==> src/rtl/unidade_busca.sv <==
// unidade_busca: instruction fetch; PC register addresses memoria_instrucao, {pc, word} buffered in a small FIFO.
// Latency: a word addressed this cycle is presented at the FIFO head after the next rising edge; one bubble after a redirect.
// Backpressure: saida_pronta=0 fills the FIFO, then PC/endereco hold; a redirect flushes regardless of saida_pronta.
module unidade_busca #(
  parameter logic [31:0] RESET_PC     = 32'h00000000,
  parameter int          PROFUNDIDADE = 2
) (
  input  logic        clk,
  input  logic        rst_n,
  output logic [7:0]  endereco,
  input  logic [31:0] dado,
  input  logic        desvio_valido,
  input  logic [31:0] desvio_alvo,
  output logic        saida_valida,
  input  logic        saida_pronta,
  output logic [31:0] instrucao,
  output logic [31:0] pc_instrucao
);

  localparam int            PW     = $clog2(PROFUNDIDADE);
  localparam int            CW     = PW + 1;
  localparam logic [CW-1:0] CHEIO  = CW'(PROFUNDIDADE);
  localparam logic [31:0]   PC_INI = {RESET_PC[31:2], 2'b00};
  localparam logic [31:0]   NOP    = 32'h00000013;

  logic [31:0]   pc_q, pc_d;
  logic [CW-1:0] count_q, count_d;
  logic [PW-1:0] rd_ptr_q, rd_ptr_d;
  logic [PW-1:0] wr_ptr_q, wr_ptr_d;
  logic [31:0]   fifo_pc_q    [PROFUNDIDADE];
  logic [31:0]   fifo_instr_q [PROFUNDIDADE];
  logic          pop, push;

  // Head is taken straight from registers; saida_pronta never reaches saida_valida.
  assign endereco     = pc_q[9:2];
  assign saida_valida = (count_q != '0);
  assign instrucao    = saida_valida ? fifo_instr_q[rd_ptr_q] : NOP;
  assign pc_instrucao = saida_valida ? fifo_pc_q[rd_ptr_q] : 32'h00000000;

  // Next-state: redirect wins and empties the FIFO; otherwise push when there is room (a pop frees room).
  always_comb begin
    pop      = saida_valida && saida_pronta;
    push     = !desvio_valido && ((count_q != CHEIO) || pop);
    pc_d     = pc_q;
    count_d  = count_q;
    rd_ptr_d = rd_ptr_q;
    wr_ptr_d = wr_ptr_q;
    if (desvio_valido) begin
      pc_d     = {desvio_alvo[31:2], 2'b00};
      count_d  = '0;
      rd_ptr_d = '0;
      wr_ptr_d = '0;
    end else begin
      if (push) begin
        pc_d     = pc_q + 32'd4;
        wr_ptr_d = wr_ptr_q + PW'(1);
      end
      if (pop) begin
        rd_ptr_d = rd_ptr_q + PW'(1);
      end
      if (push && !pop) begin
        count_d = count_q + CW'(1);
      end else if (pop && !push) begin
        count_d = count_q - CW'(1);
      end
    end
  end

  // PC, occupancy and pointer registers.
  always_ff @(posedge clk or negedge rst_n) begin
    if (!rst_n) begin
      pc_q     <= PC_INI;
      count_q  <= '0;
      rd_ptr_q <= '0;
      wr_ptr_q <= '0;
    end else begin
      pc_q     <= pc_d;
      count_q  <= count_d;
      rd_ptr_q <= rd_ptr_d;
      wr_ptr_q <= wr_ptr_d;
    end
  end

  // FIFO storage; dado is captured only on push edges so an undriven bus never lands in an entry.
  always_ff @(posedge clk or negedge rst_n) begin
    if (!rst_n) begin
      for (int i = 0; i < PROFUNDIDADE; i++) begin
        fifo_pc_q[i]    <= 32'h00000000;
        fifo_instr_q[i] <= NOP;
      end
    end else if (push) begin
      fifo_pc_q[wr_ptr_q]    <= pc_q;
      fifo_instr_q[wr_ptr_q] <= dado;
    end
  end

endmodule

==> config.mk <==
export PLATFORM = sky130hd
export DESIGN_NAME = unidade_busca
export DESIGN_NICKNAME = d
export VERILOG_FILES = /design/src/rtl/unidade_busca.sv
export SDC_FILE = /design/constraint.sdc
export NUM_CORES = 1
export LEC_CHECK = 0
export ABC_AREA = 1
export CAP_MARGIN = 20
export CORE_MARGIN = 5
export CORE_UTILIZATION = 51
export CTS_CLUSTER_DIAMETER = 200
export DETAILED_ROUTE_END_ITERATION = 8
export PLACE_DENSITY = 0.78
export RECOVER_POWER = 100
export SLEW_MARGIN = 20
export SYNTH_ARGS = -nofsm -noshare
export SYNTH_HDL_FRONTEND = slang
export SYNTH_SLANG_ARGS = --single-unit
==> constraint.sdc <==
create_clock -name clk -period 1.6 [get_ports clk]
set_input_delay 0.24 -clock clk [delete_from_list [all_inputs] [get_ports clk]]
set_output_delay 0.24 -clock clk [all_outputs]
set_load 0.1 [all_outputs]
==> reports/qor.yml <==
placed_design:
  dp.final_hpwl_um: 16300
  place_congestion: 0.890
  place_ws_ns: -0.197
  portBuffers: 136
pwr:
  ir_worst_vdd_uv: 879
  cellLeakagePower_nw: 5.64
  powerDensity_nw_per_um2: 1260
timing:
  drv_slew: 0
  max-slew-margin-rel_pct: 11.9
  tns_ns: -30.17
  fmax_mhz: 503
  min_period_over_period_pct: 124
  setup_slack_ns: -0.388
  final.min_clock_period_ns: 1.99
  worstMarginPinSlew_ns: 1.32
  setup_viol: 194
  clock_skew_ns: 0.00926
  hold_viol: 0
  rsz0062_at_grt: "yes"
finish:
  postLayoutCoreUtil_pct: 83.7
  syn_to_final_growth_pct: 61.0
  drive_gt1_share_pct: 33.4
  n_antenna_cell: 0
  nets: 1280
global_route:
  grt_max_degree: 61
  grt_usage_pct: 26.3
  grt_antenna_before_repair: 0
  globalRouteOverflowTotal: 0
  grt_pass1_vias: 7549
  grt_pass1_wl_um: 38000
logic_synthesis:
  syn-cell-area_um2: 7870
  synthArstFlopShare_pct: 100
  synth_area_per_cell_um2: 7.69
  ys_warn_count: 0
  ys_seq_area_share_pct: 50.3
  ys.flop_type: "dfrtp_1"
  synth_cell_types: 35
  ys_ff_latch: 158
  synthCells: 1023
  synth-edff-count: 0
floorplan:
  num_rows: 45
  ioPinCount: 141
  die_w_um: 134
  initial_utilization_pct: 52.0
  fp.dieH_um: 134
  core_um2: 15100
  dieArea_um2: 18000
route:
  drt-total-wl_um: 30400
  via_per_inst: 5.92
  dr_total_vias: 8361
  drt_iter0_drc: 789
  first_pass_iters: 7
  drc: 0
  wire_per_inst_um: 21.5
  final_antenna_net_count: 0
critical_path:
  crit_path_frequent_cell: "buf_12"
  critPathCaptureType: "output port"
  r2r_start: "count_q[0]"
  startpoint: "rd_ptr_q"
  crit_path_max_fanout: 16
  r2r_end: "fifo_pc_q[57]"
  cpPeakStageDelay_ns: 0.46
  ff2ff_path_depth: 11
  worstPathCellList: "clkinv_4 -> buf_12 -> nand2_1 -> a21oi_2 -> buf_12"
  critPathSlowestCell: "dfrtp_2"
  crit_type: "reg -> out"
  start_kind: "register"
  cp.required_ns: 1.36
  crit_end: "pc_instrucao[2]"
  rrSetupSlack_ns: -0.19
  worstPathArrival_ns: 1.75
clocking:
  cts.htree.levels: 4
  cts_made_buffers: 17
  path_clk_slew_ns: 0.06
  cts_tree: "built"
  cts_root_buffer: "clkbuf_16"
  cts_sinks: 158
  worstSkewPairLatency_ns: 0.43
  clock_path_buffers: 2
min_path:
  min_path_type: "in -> reg"
job:
  max-cap-violations: 0
run_status:
  violations: "setup timing"
  outcome: "finished, violations left"
worst min path at each step:
stage / start / to / slack, ns / depth (start not counted)
after floorplan: rst_n / count_q[0] / -0.06 / 0
after global placement: rst_n / fifo_instr_q[53] / 0.20 / 1
after detailed placement: rst_n / fifo_instr_q[53] / 0.20 / 1
after CTS: rst_n / fifo_instr_q[56] / 0.32 / 2
after global routing: desvio_alvo[20] / pc_q[20] / 0.38 / 3
final: dado[0] / fifo_instr_q[0] / 0.38 / 3
sequential cells by signal, summed over array words and instances, names as in the netlist:
signal,count
pc_q,30
fifo_pc_q,60
fifo_instr_q,64
count_q,2
rd_ptr_q,1
wr_ptr_q,1
metal layers:
| layer | track usage, % | share of wire [%] | vias up |
|---|---|---|---|
| met5 | 0 | 0 | - |
| met4 | 7.47 | 4.7 | 0 |
| met3 | 5.25 | 6.8 | 121 |
| met2 | 44.7 | 50 | 463 |
| met1 | 34.5 | 38 | 4128 |
| li1 | - | - | 3649 |
critical path, delay by kind of cell, from the launching register on:
kind            cells  cell delay (ns)
buf+inv             3             0.52
flops               1             0.46
compound gates      1             0.23
simple gates        1             0.10
cell usage after synthesis, types with 3 or more instances:
| cell | count | area, um^2 |
|---|---|---|
| nand2_1 | 370 | 1390 |
| dfrtp_1 | 152 | 3800 |
| o21ai_0 | 89 | 445 |
| inv_1 | 78 | 293 |
| a21oi_1 | 67 | 335 |
| nor2_1 | 55 | 206 |
| nand3_1 | 49 | 245 |
| o21ai_1 | 41 | 205 |
| clkbuf_1 | 25 | 93.8 |
| buf_2 | 12 | 60.1 |
| buf_6 | 12 | 135 |
| buf_4 | 11 | 82.6 |
| o21ai_2 | 8 | 70.1 |
| xor2_1 | 8 | 70.1 |
| dfstp_2 | 6 | 158 |
| nand4_1 | 6 | 37.5 |
| nor2_2 | 6 | 37.5 |
| buf_1 | 4 | 15.0 |
| nand2_4 | 3 | 33.8 |
area by class of cell:
class                           count  area, um^2
Multi-Input combinational cell    720        4090
Sequential cell                   158        3970
Timing Repair Buffer              232        3450
Fill cell                         794        2470
Clock buffer                       27         513
Inverter                           82         329
Tap cell                          188         235
Clock inverter                      5        80.1
stage by stage:
step / instance area (um^2) / instances / hold WS (ns) / total power, mW
detailed placement: 10800 / 1338 / 0.200 / 10.9
global route: 12700 / 1412 / 0.384 / 16.5
global placement: 10800 / 1338 / 0.200 / 10.8
CTS: 11700 / 1380 / 0.323 / 15.1
finish: 12700 / 1412 / 0.376 / 16.0
floorplan: 8310 / 1024 / -0.0556 / 8.85
report_power, final:
group	internal, mW	leakage [nW]	switching (mW)
logic	2.41	3.43	4.12
clock network	2.51	0.284	1.60
registers	4.76	1.93	0.620
total	9.67	5.64	6.34
what timing repair did:
item / in CTS / in global routing
endpoints found under the setup margin: 64 / 119
hold endpoints to repair: 35 / 0
setup buffers: 6 / 15
pin swaps: 13 / 24
gates resized for setup: 34 / 200
gates cloned: 3 / 17
hold buffers: 1 / 0
cells by family (layout without fill, tap and decap cells):
family	count (synthesis)	count (layout)	share of synthesized area, %
buffers and inverters	146	346	8.92
DFF	158	158	50.3
adders and majority gates	1	1	0.159
xor gates and xnor gates	9	9	1.00
and+or+nand+nor	496	496	25.5
other	1	2	0.0476
AOI/OAI and AO/OA	212	212	14.1
layout by cell type (no fill, tap or decap), types with 9 or more instances in the layout:
master           instances
nand2_4                  9
nand3_1                 37
buf_12                  94
buf_6                   13
nor2_1                  44
clkdlybuf4s50_1         64
a21oi_2                 36
nand2_2                 66
clkbuf_16               28
nand2_1                298
buf_4                   40
o21ai_2                 26
nand3_2                  9
dfrtp_1                147
nor2_2                   9
inv_1                   74
nor2_4                  10
a21oi_4                 24
o21ai_1                 76
o21ai_0                 36
No activity file was read; power rests on OpenSTA's default activity.
